===== src/rtl/tilemap_pkg.sv =====
// rtl/tilemap_pkg.sv - shared register map, command codes, status bits and FSM states for the tilemap writer
package tilemap_pkg;

  localparam logic [2:0] REG_X     = 3'd0;
  localparam logic [2:0] REG_Y     = 3'd1;
  localparam logic [2:0] REG_W     = 3'd2;
  localparam logic [2:0] REG_H     = 3'd3;
  localparam logic [2:0] REG_VALUE = 3'd4;
  localparam logic [2:0] REG_CMD   = 3'd5;
  localparam logic [2:0] REG_DATA  = 3'd6;

  localparam logic [7:0] CMD_FILL   = 8'd1;
  localparam logic [7:0] CMD_STREAM = 8'd2;
  localparam logic [7:0] CMD_ABORT  = 8'd3;

  localparam int STAT_BUSY  = 7;
  localparam int STAT_FULL  = 6;
  localparam int STAT_EMPTY = 5;
  localparam int STAT_OVF   = 4;

  localparam logic [1:0] ST_IDLE = 2'd0;
  localparam logic [1:0] ST_RUN  = 2'd1;
  localparam logic [1:0] ST_DONE = 2'd2;

  // Cursor is 6 bits wide so columns/rows past 31 compare as out of bounds.
  function automatic logic cell_visible(input logic [5:0] col, input logic [5:0] row,
                                        input logic [4:0] cells_x, input logic [4:0] cells_y);
    return (col < {1'b0, cells_x}) && (row < {1'b0, cells_y});
  endfunction

endpackage


===== src/rtl/tilemap_writer_fifo.sv =====
// rtl/tilemap_writer_fifo.sv - 8-bit synchronous FIFO holding CPU-pushed tile indices for STREAM
module tilemap_writer_fifo
  import tilemap_pkg::*;
#(
  parameter int DEPTH_LOG2 = 3
) (
  input  logic       clk,
  input  logic       reset,
  input  logic       flush,
  input  logic       push,
  input  logic [7:0] push_data,
  input  logic       pop,
  output logic [7:0] pop_data,
  output logic       full,
  output logic       empty
);

  localparam int DEPTH = 2 ** DEPTH_LOG2;

  logic [7:0]            mem_q [DEPTH];
  logic [DEPTH_LOG2-1:0] wr_ptr_q, rd_ptr_q;
  logic [DEPTH_LOG2:0]   count_q;
  logic                  do_push, do_pop;

  assign full     = (count_q == (DEPTH_LOG2 + 1)'(DEPTH));
  assign empty    = (count_q == '0);
  // Full-drop is judged on the pre-pop occupancy.
  assign do_push  = push && !full;
  assign do_pop   = pop && !empty;
  assign pop_data = mem_q[rd_ptr_q];

  always_ff @(posedge clk) begin
    if (do_push) begin
      mem_q[wr_ptr_q] <= push_data;
    end
  end

  always_ff @(posedge clk) begin
    if (reset || flush) begin
      wr_ptr_q <= '0;
      rd_ptr_q <= '0;
      count_q  <= '0;
    end else begin
      if (do_push) begin
        wr_ptr_q <= wr_ptr_q + 1'b1;
      end
      if (do_pop) begin
        rd_ptr_q <= rd_ptr_q + 1'b1;
      end
      count_q <= count_q + (DEPTH_LOG2 + 1)'(do_push) - (DEPTH_LOG2 + 1)'(do_pop);
    end
  end

endmodule


===== src/rtl/tilemap_writer.sv =====
// rtl/tilemap_writer.sv - CPU-driven rectangle fill/stream writer for the tilemap index RAM
module tilemap_writer
  import tilemap_pkg::*;
#(
  parameter int         TILEMAP_RAM_WIDTH = 10,
  parameter logic [4:0] TILEMAP_CELLS_X   = 5'd22,
  parameter logic [4:0] TILEMAP_CELLS_Y   = 5'd17,
  parameter int         FIFO_DEPTH_LOG2   = 3
) (
  input  logic                         clk,
  input  logic                         reset,
  input  logic [2:0]                   addr,
  input  logic [7:0]                   data_in,
  input  logic                         write,
  output logic [7:0]                   data_out,
  input  logic                         hold,
  output logic                         busy,
  output logic [TILEMAP_RAM_WIDTH-1:0] tmram_addr,
  output logic [7:0]                   tmram_data_in,
  output logic                         tmram_wr
);

  logic [4:0] reg_x_q, reg_y_q, reg_w_q, reg_h_q;
  logic [7:0] reg_value_q;

  logic [1:0] state_q, state_d;
  logic       mode_fill_q, mode_fill_d;
  logic [4:0] x_s_q, x_s_d, w_s_q, w_s_d;
  logic [7:0] value_s_q, value_s_d;
  logic [5:0] col_q, col_d, row_q, row_d;
  logic [4:0] col_left_q, col_left_d, row_left_q, row_left_d;
  logic       overflow_q, overflow_d;
  logic       wr_q, wr_d;
  logic [TILEMAP_RAM_WIDTH-1:0] addr_q, addr_d;
  logic [7:0] data_q, data_d;

  logic       cmd_wr, cmd_abort, cmd_start, data_push, issue, last_col, last_cell;
  logic       fifo_full, fifo_empty;
  logic [7:0] fifo_data, status;

  assign cmd_wr    = write && (addr == REG_CMD);
  assign cmd_abort = cmd_wr && (data_in == CMD_ABORT);
  assign cmd_start = cmd_wr && (state_q == ST_IDLE) &&
                     ((data_in == CMD_FILL) || (data_in == CMD_STREAM));
  assign data_push = write && (addr == REG_DATA);
  assign issue     = (state_q == ST_RUN) && !cmd_abort && !hold && (mode_fill_q || !fifo_empty);
  assign last_col  = (col_left_q == 5'd1);
  assign last_cell = last_col && (row_left_q == 5'd1);
  assign busy      = (state_q != ST_IDLE);

  tilemap_writer_fifo #(.DEPTH_LOG2(FIFO_DEPTH_LOG2)) u_fifo (
    .clk       (clk),
    .reset     (reset),
    .flush     (cmd_abort),
    .push      (data_push),
    .push_data (data_in),
    .pop       (issue && !mode_fill_q),
    .pop_data  (fifo_data),
    .full      (fifo_full),
    .empty     (fifo_empty)
  );

  always_ff @(posedge clk) begin
    if (reset) begin
      reg_x_q     <= '0;
      reg_y_q     <= '0;
      reg_w_q     <= '0;
      reg_h_q     <= '0;
      reg_value_q <= '0;
    end else if (write) begin
      case (addr)
        REG_X:     reg_x_q     <= data_in[4:0];
        REG_Y:     reg_y_q     <= data_in[4:0];
        REG_W:     reg_w_q     <= data_in[4:0];
        REG_H:     reg_h_q     <= data_in[4:0];
        REG_VALUE: reg_value_q <= data_in;
        default: ;
      endcase
    end
  end

  always_comb begin
    state_d     = state_q;
    mode_fill_d = mode_fill_q;
    x_s_d       = x_s_q;
    w_s_d       = w_s_q;
    value_s_d   = value_s_q;
    col_d       = col_q;
    row_d       = row_q;
    col_left_d  = col_left_q;
    row_left_d  = row_left_q;
    overflow_d  = overflow_q || (data_push && fifo_full);
    wr_d        = 1'b0;
    addr_d      = addr_q;
    data_d      = data_q;
    if (cmd_abort) begin
      state_d = ST_IDLE;
    end else begin
      case (state_q)
        ST_IDLE: begin
          if (cmd_start) begin
            mode_fill_d = (data_in == CMD_FILL);
            x_s_d       = reg_x_q;
            w_s_d       = reg_w_q;
            value_s_d   = reg_value_q;
            col_d       = {1'b0, reg_x_q};
            row_d       = {1'b0, reg_y_q};
            col_left_d  = reg_w_q;
            row_left_d  = reg_h_q;
            overflow_d  = 1'b0;
            state_d     = (reg_w_q == '0 || reg_h_q == '0) ? ST_DONE : ST_RUN;
          end
        end
        ST_RUN: begin
          if (issue) begin
            // Off-screen cells still burn their slot and stream byte, but stay off the bus.
            if (cell_visible(col_q, row_q, TILEMAP_CELLS_X, TILEMAP_CELLS_Y)) begin
              wr_d   = 1'b1;
              addr_d = TILEMAP_RAM_WIDTH'({row_q[4:0], col_q[4:0]});
              data_d = mode_fill_q ? value_s_q : fifo_data;
            end
            if (last_cell) begin
              state_d = ST_DONE;
            end else if (last_col) begin
              col_d      = {1'b0, x_s_q};
              row_d      = row_q + 6'd1;
              col_left_d = w_s_q;
              row_left_d = row_left_q - 5'd1;
            end else begin
              col_d      = col_q + 6'd1;
              col_left_d = col_left_q - 5'd1;
            end
          end
        end
        default: state_d = ST_IDLE;
      endcase
    end
  end

  always_ff @(posedge clk) begin
    if (reset) begin
      state_q     <= ST_IDLE;
      mode_fill_q <= 1'b0;
      x_s_q       <= '0;
      w_s_q       <= '0;
      value_s_q   <= '0;
      col_q       <= '0;
      row_q       <= '0;
      col_left_q  <= '0;
      row_left_q  <= '0;
      overflow_q  <= 1'b0;
      wr_q        <= 1'b0;
      addr_q      <= '0;
      data_q      <= '0;
    end else begin
      state_q     <= state_d;
      mode_fill_q <= mode_fill_d;
      x_s_q       <= x_s_d;
      w_s_q       <= w_s_d;
      value_s_q   <= value_s_d;
      col_q       <= col_d;
      row_q       <= row_d;
      col_left_q  <= col_left_d;
      row_left_q  <= row_left_d;
      overflow_q  <= overflow_d;
      wr_q        <= wr_d;
      addr_q      <= addr_d;
      data_q      <= data_d;
    end
  end

  assign tmram_wr      = wr_q;
  assign tmram_addr    = addr_q;
  assign tmram_data_in = data_q;

  always_comb begin
    status             = '0;
    status[STAT_BUSY]  = busy;
    status[STAT_FULL]  = fifo_full;
    status[STAT_EMPTY] = fifo_empty;
    status[STAT_OVF]   = overflow_q;
    case (addr)
      REG_X:     data_out = {3'b000, reg_x_q};
      REG_Y:     data_out = {3'b000, reg_y_q};
      REG_W:     data_out = {3'b000, reg_w_q};
      REG_H:     data_out = {3'b000, reg_h_q};
      REG_VALUE: data_out = reg_value_q;
      REG_CMD:   data_out = status;
      default:   data_out = 8'h00;
    endcase
  end

endmodule


===== config.mk =====
export PLATFORM = sky130hd
export DESIGN_NAME = tilemap_writer
export DESIGN_NICKNAME = d
export VERILOG_FILES = /design/src/rtl/tilemap_pkg.sv /design/src/rtl/tilemap_writer_fifo.sv /design/src/rtl/tilemap_writer.sv
export SDC_FILE = /design/constraint.sdc
export NUM_CORES = 1
export LEC_CHECK = 0
export ABC_AREA = 0
export ABC_CLOCK_PERIOD_IN_PS = 2500
export BUFFER_PORTS_ARGS = -buffer_cell sky130_fd_sc_hd__buf_2
export CAP_MARGIN = 20
export CORE_UTILIZATION = 47
export DETAILED_ROUTE_END_ITERATION = 10
export PLACE_DENSITY = 0.66
export RECOVER_POWER = 50
export SLEW_MARGIN = 20
export SYNTH_ARGS = -nofsm -noshare
export SYNTH_HDL_FRONTEND = slang
export SYNTH_SLANG_ARGS = --single-unit

===== constraint.sdc =====
create_clock -name clk -period 2.5 [get_ports clk]
set_input_delay 0.125 -clock clk [delete_from_list [all_inputs] [get_ports clk]]
set_output_delay 0.125 -clock clk [all_outputs]
set_load 0.1 [all_outputs]

---- Word-level counts from Yosys, hierarchy flattened ----
Memories as Yosys holds them, arrays and structs flattened. A register that Yosys moved wholly into a read port is not among the register bits.
Cells that the tools add are included.
word-level totals
  bits in writable memories ............... 64
  output and inout bits ................... 28
  flip-flop bits (word level) ............. 101
  memories kept ........................... 1
  word-level logic and storage cells ...... 131
  input bits .............................. 15
cells by class
  equality and inequality tests ........... 18
  $lt $le $gt $ge ......................... 2
  bitwise logic cells ..................... 3
  multiplexer cells ....................... 35
  add/subtract/negate cells ............... 8
  reduce and logical (&&, ||, !) cells .... 43
memories
  memory        words  width  rd ports  clocked after Yosys merged registers in  wr ports  RTL line                   source
  u_fifo.mem_q  8      8      1         1                                        1         tilemap_writer_fifo.sv:20  logic [7:0] mem_q [DEPTH];
operators by type and width
  operator             number
  $mux 6               8
  $pmux 8 s6           1
  $mux 5               8
  $pmux 6 s2           2
  $pmux 5 s2           2
  $eq 8x2->1 const B   2
  $logic_and 1x1->1    14
  $add 6x1->6 const B  2
  $lt 6x5->1 const B   2
  $eq 5x1->1 const B   2
  $logic_not 5->1      2
  $ne 2x2->1 const B   5
  $reduce_and 2->1     5
  $sub 5x1->5 const B  2
  $eq 3x3->1 const B   3
  $eq 8x1->1 const B   1
  $mux 2               4
  $mux 8               1
  $add 3x1->3 const B  2
  $eq 3x2->1 const B   2
  $mux 1               6
  $mux 3               2
  $reduce_and 3->1     2
  $reduce_and 6->1     1
  17 further kinds     28

---- Depth between registers and ports, before layout ----
  word-level depth ........................ 11
  mapped depth ............................ 12

---- Hierarchy ----
Synthesis repeated with hierarchy kept, for this count alone.
second synthesis, totals
  cell total of the unflattened synthesis .. 686
  area total of the unflattened synthesis .. 7,683.6 µm²
by module, submodules not included
  module               times used  area each (µm²)  cells an instance
  tilemap_writer       1           4,510.6          515
  tilemap_writer_fifo  1           3,173.0          171

---- Least setup slack after synthesis ----
Ideal clock, no wire load.
  kind .................................... in2out
  start point ............................. in addr[1]
  end point ............................... out data_out[1]
  arrival ................................. 2,898 ps
  slack ................................... -523 ps
  stages on the path ...................... 4
  buffers on the path ..................... 1
  cell sequence ........................... buf_1 mux4_2 inv_1 o21ai_0
between the ends
  word-level cells in the longest chain between the ends .. 2
  elaborated cells between the ends (all ways) .. 7
RTL lines
  what                                RTL line               source
  start: declaration                  tilemap_writer.sv:12   input logic [2:0] addr,
  $eq 3x3->1 (tied with other cells)  tilemap_writer.sv:182  case (addr)
  $pmux 8 s6 (*)                      tilemap_writer.sv:182
  end: declaration                    tilemap_writer.sv:15   output logic [7:0] data_out,
Every way passes the cells marked *; elsewhere a longest branch is shown, timed or not.

---- Final worst setup path ----
  start point ............................. reg u_fifo.count_q[3]
  end point ............................... reg u_fifo.count_q[1]
between the ends
  word-level cells in the longest chain between the ends .. 7
  elaborated cells between the ends (all ways) .. 11
RTL lines
  what                      RTL line                                         source
  start: declaration        tilemap_writer_fifo.sv:22                        logic [DEPTH_LOG2:0] count_q;
  start signal: assignment  tilemap_writer_fifo.sv:50                        count_q <= count_q + (DEPTH_LOG2 + 1)'(do_push) - (DEPTH_LOG2 + 1)'(do_pop);
  $logic_not 4->1 (*)       tilemap_writer_fifo.sv:26                        assign empty = (count_q == '0);
  $logic_not 1->1 (*)       tilemap_writer_fifo.sv:29, tilemap_writer.sv:46
  $logic_or 1x1->1          tilemap_writer.sv:46                             assign issue = (state_q == ST_RUN) && !cmd_abort && !hold && (mode_fill_q || !fifo_empty);
  $logic_and 1x1->1         tilemap_writer.sv:46
  $logic_and 1x1->1         tilemap_writer.sv:57                             .pop (issue && !mode_fill_q),
  $logic_and 1x1->1 (*)     tilemap_writer_fifo.sv:29                        assign do_pop = pop && !empty;
  via u_fifo.do_pop         tilemap_writer_fifo.sv:23                        logic do_push, do_pop;
  $sub 4x1->4 (*)           tilemap_writer_fifo.sv:50
The timed path passes the listed nets; every way through them passes the cells marked *.
A chain may end at the register's enable or synchronous reset.

==> flow_summary.toml <==
[die]
die-area_um2 = 16500
row_count = 45
die_height_um = 128
dieWidth_um = 128
io_pins = 43
start_util = 0.488
core_area_um2 = 15400

[logic_synthesis]
ys_top_cells_by_area = "dfxtp_1, edfxtp_1, mux2i_1, mux4_2, nor2_1"
yosys-top-cells-count = "dfxtp_1, nor2_1, nand2_1"
synth_ff_type = "dfxtp_1"
synth.avg_cell_area_um2 = 10.6
netlist_area_um2 = 7500
ys_types = 54
synth_top_area_frac = 0.278
yosysSeqAreaShare = 0.534
syn_nets = 741
async_reset_ff_frac = 0
yosys.area.top_type = "dfxtp_1"
synth-edff-count = 64
ys_ff_latch = 168
syn_inst = 710
yosysMostFrequentCell = "dfxtp_1"
yosys_warnings = 0

[timing]
slew_headroom = 0.218
worst_pin_slew_ns = 1.18
setup_viol = 0
finalHoldViolations = 0
fmax_mhz = 416
slew_viol_final = 0
fin_crit_ns = 2.40
fin_hold_ws_ns = 0.166
tns_ns = 0
finalClockSkew_ns = 0.0110
fin_crit_sh = 0.962
setup_slack_ns = 0.0961

[clocking]
cts_root_buf = "clkbuf_16"
cts.hold.buffers_added = 0
cts_htree_levels = 4
cts_buffers = 17
cts_tree = "built"
clk_path_buf_depth = 2
path_clk_slew_ns = 0.07
clkSinkCount = 168
clock_latency_ns = 0.44

[worst_setup_path]
r2r_setup_slack_ns = 0.1
required_ns = 2.83
arrival_ns = 2.73
worstPathMaxFanout = 2
cp-startpoint = "u_fifo.count_q[3]"
r2r_cells = 11
endpoint_kind = "flip-flop"
r2r-start = "u_fifo.count_q[3]"
crit_type = "flip-flop to flip-flop"
cp-start-kind = "flip-flop"

[placed_design]
gp_congestion = 0.821
pre_cts_ws_ns = -0.241
dp_hpwl_um = 12800
port_buffers = 42

[global_route]
grt_usage = 0.239
grt_first_pass_wirelength_um = 29700
overflow = 0
grt_max_degree = 37
antenna_found_initial = 0
grt_pass1_vias = 5527

[worst_hold_path]
min_path_type = "input pin to flip-flop"
min_path_cells = 2
min_from = "reset"

[route]
num_vias = 5715
first_iter_violations = 456
detail-route-antenna-nets = 0
wl_um = 18700
drt_first_pass_iters = 6
detail_route.wl_per_cell_um = 18.7
avgViaCountPerCell = 5.70
drcViolationCount = 0

[finish]
utilization = 0.573
antenna_cells = 0
synthToLayoutAreaGrowth_pct = 17.5
fin_nets = 810
drive_gt1_frac = 0.154
num-fill-cells = 1297

[status]
outcome = "completed"

[run]
cap_viol_max_count = 0

[power]
p_leak_nw = 3.06
power_density_nw_per_um2 = 649
ir_drop_uv = 427
==> sequential cells by signal, indices dropped and copies added (netlist names), named ones only <==
name / count
col_left_q: 5
col_q: 6
mode_fill_q: 1
overflow_q: 1
reg_h_q: 5
reg_value_q: 8
reg_w_q: 5
reg_x_q: 5
reg_y_q: 5
row_left_q: 5
row_q: 6
state_q: 2
tmram_addr: 10
tmram_data_in: 8
tmram_wr: 1
u_fifo.count_q: 4
u_fifo.mem_q: 64
u_fifo.rd_ptr_q: 3
u_fifo.wr_ptr_q: 3
value_s_q: 8
w_s_q: 5
x_s_q: 5
==> kinds of logic after synthesis <==
| kind of cell | count (synthesis) | share of synthesized area |
|---|---|---|
| XOR/XNOR | 11 | 0.0129 |
| AND/OR/NAND/NOR | 237 | 0.148 |
| adder cells (fa/ha/maj) | 16 | 0.0277 |
| flip-flops | 168 | 0.534 |
| multiplexers | 70 | 0.124 |
| AO/OA/AOI/OAI | 134 | 0.116 |
| buffers and inverters | 74 | 0.0376 |
==> layout by cell type, fill, tap and decap left out, types with 4 or more instances in the layout <==
cell type  instances
nor2b_1           10
a211oi_1          13
nand3_1           12
o21ai_0            5
or2_2              4
or4_1              6
nor2_1            85
xor2_1             5
a21oi_1           58
ha_1              12
a211o_1           11
dfxtp_1          103
inv_1             26
o31ai_1            5
nor3_1            16
inv_6              4
buf_2             13
xnor2_1            6
and3_1             6
inv_8              7
nand2b_1          13
nor3b_1            4
nand2_1           65
buf_4             35
mux2i_1           52
a311oi_1           4
clkbuf_1          46
mux4_2            18
o21ai_1            8
edfxtp_1          64
clkbuf_16         18
==> routing by layer <==
layer	global-route usage	part of all wire	up-vias
li1	-	-	2700
met1	0.331	0.46	2827
met2	0.371	0.47	161
met3	0.0572	0.048	27
met4	0.0720	0.017	0
met5	0	0	-
==> critical path: stages (launching register included) <==
cell and delay [ns]:
dfxtp_2 0.33, inv_1 0.04, ha_2 0.16, nor3b_4 0.15, or4_4 0.51, nor2_4 0.13, ha_4 0.21, inv_2 0.06
ha_4 0.13, inv_2 0.04, fa_2 0.51, nor2_1 0.04
==> area by class of cell <==
| cell class | instances | area, um^2 | share of cell area |
|---|---|---|---|
| sequential | 168 | 4010 | 0.455 |
| multi-input combinational | 468 | 3300 | 0.375 |
| timing repair buffer | 96 | 541 | 0.0614 |
| clock buffer | 18 | 450 | 0.0511 |
| tap | 211 | 264 | 0.0300 |
| clock inverter | 14 | 141 | 0.0161 |
| inverter | 28 | 105 | 0.0119 |
==> path summary, 6_finish.rpt <==
kind	endpoint
max	u_fifo.count_q[1]
min	reg_y_q[2]
max reg2reg	u_fifo.count_q[1]
min reg2reg	tmram_data_in[3]
==> what timing repair did <==
action / 4_1_cts / 5_1_grt
pin swaps: 4 / 5
endpoints found under the setup margin: 3 / 12
gates resized for setup: 11 / 5
setup buffers: 0 / 1
cloned: 0 / 0
==> where the power goes <==
part / internal [mW] / switching (mW)
combinational: 0.0639 / 0.150
sequential: 2.85 / 0.0156
clock: 1.40 / 1.24
==> stage by stage <==
step                total power, mW  instance area [um^2]  cells
floorplan                      3.05                  7510    710
global placement               3.14                  8250    970
detailed placement             3.15                  8250    970
CTS                            5.75                  8880   1002
global route                   5.86                  8810   1003
finish                         5.71                  8810   1003
Note: power is estimated with default switching activity, not from simulation.
